### config.mk
export PLATFORM = sky130hd
export DESIGN_NAME = sdram_arbiter
export DESIGN_NICKNAME = d
export VERILOG_FILES = /design/src/rtl/sdram_arbiter.sv
export SDC_FILE = /design/constraint.sdc
export NUM_CORES = 1
export LEC_CHECK = 0
export CELL_PAD_IN_SITES_DETAIL_PLACEMENT = 1
export CELL_PAD_IN_SITES_GLOBAL_PLACEMENT = 1
export CORE_MARGIN = 5
export CORE_UTILIZATION = 34
export DETAILED_ROUTE_END_ITERATION = 10
export GPL_TIMING_DRIVEN = 0
export PLACE_DENSITY_LB_ADDON = 0.1
export SLEW_MARGIN = 20
export SYNTH_ARGS = -nofsm -noshare
export SYNTH_HDL_FRONTEND = slang
export SYNTH_SLANG_ARGS = --single-unit
export TNS_END_PERCENT = 20
### constraint.sdc
create_clock -name clk -period 2.1 [get_ports clk]
set_input_delay 0.315 -clock clk [delete_from_list [all_inputs] [get_ports clk]]
set_output_delay 0.315 -clock clk [all_outputs]
set_load 0.01 [all_outputs]
### src/rtl/sdram_arbiter.sv
// sdram_arbiter: shares one 8-phase SDRAM controller slot between video (port 0), CPU (port 1) and loader/DMA (port 2).
// Optional macro SDRAM_ARB_REFRESH_EN forces an idle (auto-refresh) cycle every REFRESH_INTERVAL SDRAM cycles.
module sdram_arbiter #(
  parameter logic [2:0] READ_PHASE       = 3'd7,
  parameter logic [7:0] REFRESH_INTERVAL = 8'd32
) (
  input  logic        clk,
  input  logic        reset,
  input  logic        clkref,
  input  logic        req0,
  input  logic        req1,
  input  logic        req2,
  input  logic        we1,
  input  logic        we2,
  input  logic [24:0] addr0,
  input  logic [24:0] addr1,
  input  logic [24:0] addr2,
  input  logic [15:0] din1,
  input  logic [15:0] din2,
  input  logic        uds1,
  input  logic        lds1,
  input  logic        uds2,
  input  logic        lds2,
  output logic        ack0,
  output logic        ack1,
  output logic        ack2,
  output logic [15:0] rdata,
  output logic [24:0] sd_addr,
  output logic [15:0] sd_din,
  output logic        sd_uds,
  output logic        sd_lds,
  output logic        sd_oe,
  output logic        sd_we,
  input  logic [15:0] sd_dout
);

  logic [2:0]       ph_q, ph_d;
  logic [2:0]       pend_q, pend_d;
  logic [2:0][24:0] addr_q, addr_d;
  logic [2:0][15:0] din_q, din_d;
  logic [2:0]       we_q, we_d, uds_q, uds_d, lds_q, lds_d;
  logic             active_q, active_d;
  logic [1:0]       port_q, port_d;
  logic             fav2_q, fav2_d;
  logic [2:0]       ack_q, ack_d;
  logic [15:0]      rdata_q, rdata_d;
  logic [24:0]      sd_addr_q, sd_addr_d;
  logic [15:0]      sd_din_q, sd_din_d;
  logic             sd_uds_q, sd_uds_d, sd_lds_q, sd_lds_d;
  logic             sd_oe_q, sd_oe_d, sd_we_q, sd_we_d;

  logic [2:0]       req_v, acc, done, elig;
  logic [2:0][24:0] in_addr;
  logic [2:0][15:0] in_din;
  logic [2:0]       in_we, in_uds, in_lds;
  logic             adv, bnd, cmp, gnt, force_idle;
  logic [1:0]       win;

  // Port 0 is a read-only, full-word requester.
  assign req_v   = {req2, req1, req0};
  assign in_addr = {addr2, addr1, addr0};
  assign in_din  = {din2, din1, 16'h0000};
  assign in_we   = {we2, we1, 1'b0};
  assign in_uds  = {uds2, uds1, 1'b1};
  assign in_lds  = {lds2, lds1, 1'b1};

`ifdef SDRAM_ARB_REFRESH_EN
  logic [7:0] rcnt_q, rcnt_d;

  assign force_idle = (rcnt_q == REFRESH_INTERVAL - 8'd1);

  // Every idle boundary refreshes, so it also restarts the interval.
  always_comb begin
    rcnt_d = rcnt_q;
    if (bnd) rcnt_d = gnt ? rcnt_q + 8'd1 : 8'd0;
  end

  always_ff @(posedge clk) begin
    if (reset) rcnt_q <= 8'd0;
    else       rcnt_q <= rcnt_d;
  end
`else
  logic [7:0] unused_refresh_interval;
  assign unused_refresh_interval = REFRESH_INTERVAL;
  assign force_idle = 1'b0;
`endif

  always_comb begin
    adv  = (ph_q == 3'd7) ? ~clkref : (ph_q == 3'd0) ? clkref : 1'b1;
    bnd  = (ph_q == 3'd7) & ~clkref;
    cmp  = (ph_q == READ_PHASE) & active_q;
    ph_d = adv ? ph_q + 3'd1 : ph_q;

    // A port being acked on this edge is still pending, so its new req is dropped
    // and it cannot win the boundary that coincides with its ack.
    acc    = req_v & ~pend_q;
    done   = cmp ? (3'b001 << port_q) : 3'b000;
    pend_d = (pend_q | acc) & ~done;

    addr_d = addr_q;
    din_d  = din_q;
    we_d   = we_q;
    uds_d  = uds_q;
    lds_d  = lds_q;
    for (int i = 0; i < 3; i++) begin
      if (acc[i]) begin
        addr_d[i] = in_addr[i];
        din_d[i]  = in_din[i];
        we_d[i]   = in_we[i];
        uds_d[i]  = in_uds[i];
        lds_d[i]  = in_lds[i];
      end
    end

    elig = force_idle ? 3'b000 : pend_d;
    gnt  = bnd & (|elig);
    if (elig[0])                           win = 2'd0;
    else if (elig[1] & (~elig[2] | ~fav2_q)) win = 2'd1;
    else                                   win = 2'd2;

    active_d  = cmp ? 1'b0 : active_q;
    port_d    = port_q;
    fav2_d    = fav2_q;
    ack_d     = done;
    rdata_d   = (cmp & ~sd_we_q) ? sd_dout : rdata_q;
    sd_addr_d = sd_addr_q;
    sd_din_d  = sd_din_q;
    sd_uds_d  = sd_uds_q;
    sd_lds_d  = sd_lds_q;
    sd_oe_d   = sd_oe_q;
    sd_we_d   = sd_we_q;

    if (bnd) begin
      sd_oe_d = 1'b0;
      sd_we_d = 1'b0;
      if (gnt) begin
        active_d  = 1'b1;
        port_d    = win;
        sd_addr_d = addr_d[win];
        sd_din_d  = din_d[win];
        sd_uds_d  = uds_d[win];
        sd_lds_d  = lds_d[win];
        sd_we_d   = we_d[win];
        sd_oe_d   = ~we_d[win];
        if (win == 2'd1)      fav2_d = 1'b1;
        else if (win == 2'd2) fav2_d = 1'b0;
      end
    end
  end

  always_ff @(posedge clk) begin
    if (reset) begin
      ph_q      <= 3'd0;
      pend_q    <= 3'b000;
      addr_q    <= '0;
      din_q     <= '0;
      we_q      <= 3'b000;
      uds_q     <= 3'b000;
      lds_q     <= 3'b000;
      active_q  <= 1'b0;
      port_q    <= 2'd0;
      fav2_q    <= 1'b0;
      ack_q     <= 3'b000;
      rdata_q   <= 16'h0000;
      sd_addr_q <= 25'd0;
      sd_din_q  <= 16'h0000;
      sd_uds_q  <= 1'b0;
      sd_lds_q  <= 1'b0;
      sd_oe_q   <= 1'b0;
      sd_we_q   <= 1'b0;
    end else begin
      ph_q      <= ph_d;
      pend_q    <= pend_d;
      addr_q    <= addr_d;
      din_q     <= din_d;
      we_q      <= we_d;
      uds_q     <= uds_d;
      lds_q     <= lds_d;
      active_q  <= active_d;
      port_q    <= port_d;
      fav2_q    <= fav2_d;
      ack_q     <= ack_d;
      rdata_q   <= rdata_d;
      sd_addr_q <= sd_addr_d;
      sd_din_q  <= sd_din_d;
      sd_uds_q  <= sd_uds_d;
      sd_lds_q  <= sd_lds_d;
      sd_oe_q   <= sd_oe_d;
      sd_we_q   <= sd_we_d;
    end
  end

  assign ack0    = ack_q[0];
  assign ack1    = ack_q[1];
  assign ack2    = ack_q[2];
  assign rdata   = rdata_q;
  assign sd_addr = sd_addr_q;
  assign sd_din  = sd_din_q;
  assign sd_uds  = sd_uds_q;
  assign sd_lds  = sd_lds_q;
  assign sd_oe   = sd_oe_q;
  assign sd_we   = sd_we_q;

endmodule

==> impl_metrics.py <==
metrics = {
    "outcome": {
        "run_status": "finished, violations left",
        "violated_checks": "negative setup slack",
    },
    "floorplan": {
        "placeableCoreArea_sq_mm": 0.02333,
        "die_boundary_height_um": 163.5,
        "dieArea_sq_mm": 0.02673,
        "io_pins": 199,
        "placementRows": 56,
        "initial_core_util_pct": 34.34,
        "die_x_um": 163.5,
    },
    "finish": {
        "stdcell_area_sq_mm": 0.01186,
        "final_cell_count_no_fill": 1363,
        "drive_gt1_share_pct": 16.00,
        "final_net_count": 1166,
        "n_fill_cell": 2539,
        "utilization_pct": 50.85,
        "diodes": 0,
        "synthToLayoutAreaGrowth_pct": 48.09,
    },
    "logic_synthesis": {
        "synth.most_common_cell": "sky130_fd_sc_hd__dfxtp_1",
        "syn_area_sq_mm": 0.008011,
        "async_flop_share_pct": 0,
        "synth.cells.most_frequent": "206 x sky130_fd_sc_hd__dfxtp_1, 137 x sky130_fd_sc_hd__nor2_1, 127 x sky130_fd_sc_hd__mux2i_1",
        "ys_seq_area_share_pct": 51.48,
        "synth_fp_nets": 922,
        "primary_flip_flop_cell_chosen_by_synthesis_mapping": "sky130_fd_sc_hd__dfxtp_1",
        "syn_inst_count": 784,
        "syn-mean-instance-area_sq_um": 10.22,
        "synth-seq-cells": 206,
        "synth_edf_count": 0,
        "synth_top_cells_by_area": "sky130_fd_sc_hd__dfxtp_1 51%, sky130_fd_sc_hd__mux2i_1 16%, sky130_fd_sc_hd__nor2_1 6.4%",
        "post_synth_num_cell_types": 50,
        "synth_largest_area_cell": "sky130_fd_sc_hd__dfxtp_1",
        "yosys_warnings": 0,
        "synth_top_area_share_pct": 51.48,
    },
    "placement": {
        "hpwlAfterDp_um": 19710,
        "dp_cells": 1300,
        "buffer_ports.inserted": 197,
        "replace_congestion": 0.7525,
        "dpl_cell_area_sq_mm": 0.01039,
    },
    "global_route": {
        "global_route.usage.total_pct": 19.82,
        "grt_antenna_before_repair": 3,
        "grt_max_degree": 13,
        "number_of_global_route_vias_before_repair": 7141,
        "grt.overflow.total": 0,
        "wire_length_of_the_first_global_routing_pass_um": 41260,
    },
    "sta": {
        "finalSetupViolCount": 31,
        "worst_slew_pin_slew_ns": 0.7705,
        "final.setup.worst_slack_ns": -0.07490,
        "max_freq_ghz": 0.4598,
        "period_share_pct": 103.6,
        "rsz0062_at_grt": "true",
        "max-slew-margin-rel_pct": 48.63,
        "fin_worst_skew_ns": 0.006483,
        "max_slew_violation_total_from_the_final_report": 0,
        "post-route-min-period_ns": 2.175,
        "finalHoldViolCount": 0,
    },
    "routing": {
        "post_drt_wl_per_cell_um": 20.13,
        "drt-initial-drc-count": 224,
        "drc_errors": 0,
        "detailroute.via_count": 6749,
        "totalWireLength_um": 27440,
        "viasPerCell": 4.952,
        "drt_pass1_iterations": 5,
        "antenna_violating_nets_post_route": 0,
    },
    "clocking": {
        "clock_tree.buffer_depth": 3,
        "cts_buffers": 24,
        "clock_sinks": 206,
        "tritoncts": "yes",
        "cts_htree_levels": 1,
        "worstSkewPairLatency_ns": 0.51,
        "master_cell_of_the_clock_root_buffer": "sky130_fd_sc_hd__clkbuf_16",
        "cts.clk_slew.worst_paths_ns": 0.06,
    },
    "pwr": {
        "intPower_mw": 7.507,
        "power.share.switching_pct": 23.64,
        "power_density_normalized_to_cell_area_mw_per_mm2": 828.7,
        "clkPwrFrac_pct": 45.2,
        "seqPwrFrac_pct": 42.2,
        "power.leakage_nw": 4.853,
        "power.ir.vdd_worst_mv": 0.5351,
        "combPwrFrac_pct": 12.6,
        "power_switching_mw": 2.324,
    },
    "worst_setup_path": {
        "timing.rr.end": "sd_din[7]",
        "register_to_register_path_depth": 10,
        "crit_chain": "ha_4 > ha_4 > and4bb_2 > or2_1 > buf_6 > nand2_8 > buf_6 > buf_4 > a311oi_2 > a2111oi_2",
        "critical_path_class": "reg -> reg",
        "timing.critical_path.from_type": "register",
        "worstPathArrival_ns": 2.58,
        "crit_buf_inv": 3,
        "r2r_start": "ph_q[1]",
        "crit_path_top_delay_cell": "sky130_fd_sc_hd__dfxtp_4",
        "worstSetupEndpointType": "register",
        "crit_family": "simple AND/OR/NAND/NOR gates",
        "data_required_time_of_the_worst_path_ns": 2.51,
        "peak_per_stage_delay_on_the_critical_path_ns": 0.35,
        "worst_path_max_fanout": 7,
        "regToRegSetupSlack_ns": -0.07,
    },
    "job": {
        "drv.max_cap_violation_count": 0,
    },
    "min_path": {
        "min_to": "rdata[14]",
        "hp-class": "in -> reg",
        "worst_hold_path.num_cells": 3,
        "hold_start": "sd_dout[14]",
    },
}
sequential cells by signal (all words and copies together), names as in the netlist:
| name | count |
|---|---|
| addr_q | 75 |
| din_q | 48 |
| sd_addr | 25 |
| rdata | 16 |
| sd_din | 16 |
| ack_q | 3 |
| lds_q | 3 |
| pend_q | 3 |
| ph_q | 3 |
| uds_q | 3 |
| we_q | 3 |
| port_q | 2 |
| active_q | 1 |
| fav2_q | 1 |
| sd_lds | 1 |
| sd_oe | 1 |
| sd_uds | 1 |
| sd_we | 1 |
tightest hold or removal path, delay by kind of cell:
kind | cells | cell delay, ns
AO/OA/AOI/OAI | 1 | 0.05
buffers and inverters | 1 | 0.39
AND/OR/NAND/NOR | 1 | 0.05
power groups by stage:
stage	Clock [mW]	Sequential, mW	Combinational (mW)
floorplan	0	4.20	0.622
global placement	0	4.20	1.08
detailed placement	0	4.21	1.10
CTS	4.53	4.14	1.21
global route	4.70	4.16	1.34
finish	4.44	4.14	1.24
logic make-up after synthesis:
logic type	count (synthesis)	synth area share (%)
mux	140	17.69
xor+xnor	1	0.1093
buf+inv	66	3.936
simple gates	228	12.35
flops	206	51.48
fa+ha+maj	3	0.4686
compound gates	140	13.96
cell type report:
cell class              instances  area (sq um)  share of cell area, %
inverters                       3         11.26                0.09492
clock buffers                  33         735.7                  6.201
repair buffers                223          2236                  18.85
plain buffers                  58         355.3                  2.995
flip-flops and latches        206          4129                  34.80
well taps                     319         399.1                  3.364
multi-input cells             512          3877                  32.68
clock inverters                 9         120.1                  1.012
layout by cell type, fill, tap and decap left out, drive strengths merged, types with 2 or more instances in the layout:
master | Yosys | layout
dfxtp | 206 | 206
buf | 31 | 56
mux2 | 13 | 13
nand2 | 43 | 43
nor4b | 2 | 2
or2 | 3 | 3
a2111oi | 7 | 7
o221ai | 2 | 2
a2bb2oi | 21 | 21
o21ai | 5 | 5
a311o | 8 | 8
nor2b | 2 | 2
clkinv | 0 | 6
nand2b | 5 | 5
o211ai | 3 | 3
a21oi | 51 | 51
ha | 3 | 3
a311oi | 8 | 8
nand4b | 2 | 2
clkbuf | 32 | 61
mux2i | 127 | 127
nor3 | 7 | 7
o211a | 2 | 2
inv | 3 | 3
and3 | 16 | 16
bufinv | 0 | 3
clkdlybuf4s50 | 0 | 197
nor2 | 139 | 139
o22ai | 13 | 13
o221a | 14 | 14
nand3 | 4 | 4
what timing repair did:
action                                  CTS  global route
cloned                                    2             0
endpoints found under the setup margin   58            57
gates resized for setup                  65            42
pin swaps                                21            25
setup buffers                            14            11
hold buffers                              0             0
worst max path at each step:
| stage | start | endpoint | slack [ns] | depth (start not counted) |
|---|---|---|---|---|
| after CTS | ph_q[1] | sd_addr[20] | -0.09 | 10 |
| after floorplan | ph_q[0] | sd_din[11] | -0.04 | 10 |
| final | ph_q[1] | sd_din[7] | -0.07 | 10 |
| after global placement | ph_q[0] | sd_addr[14] | -0.50 | 9 |
| after detailed placement | req2 | sd_din[2] | -0.54 | 7 |
| after global routing | ph_q[1] | sd_din[6] | -0.16 | 9 |
metal layers:
layer	vias to the layer above	routed length [um]	GRT usage, %
met5	-	41	0
met1	3276	12270	26.33
met4	6	342	4.079
met3	31	1835	4.794
met2	164	12950	33.00
li1	3272	-	-
per-stage QoR:
stage | hold slack (ns) | setup TNS [ns] | power, mW | setup slack (ns)
2_1_floorplan | 0.4184 | -0.7808 | 4.818 | -0.04171
3_3_place_gp | 0.4365 | -32.40 | 5.286 | -0.4952
3_5_place_dp | 0.4439 | -37.85 | 5.313 | -0.5374
4_1_cts | 0.3361 | -1.575 | 9.876 | -0.09324
5_1_grt | 0.3512 | -4.493 | 10.19 | -0.1609
6_report | 0.3486 | -1.219 | 9.831 | -0.07490
(Power assumes the default switching activity.)
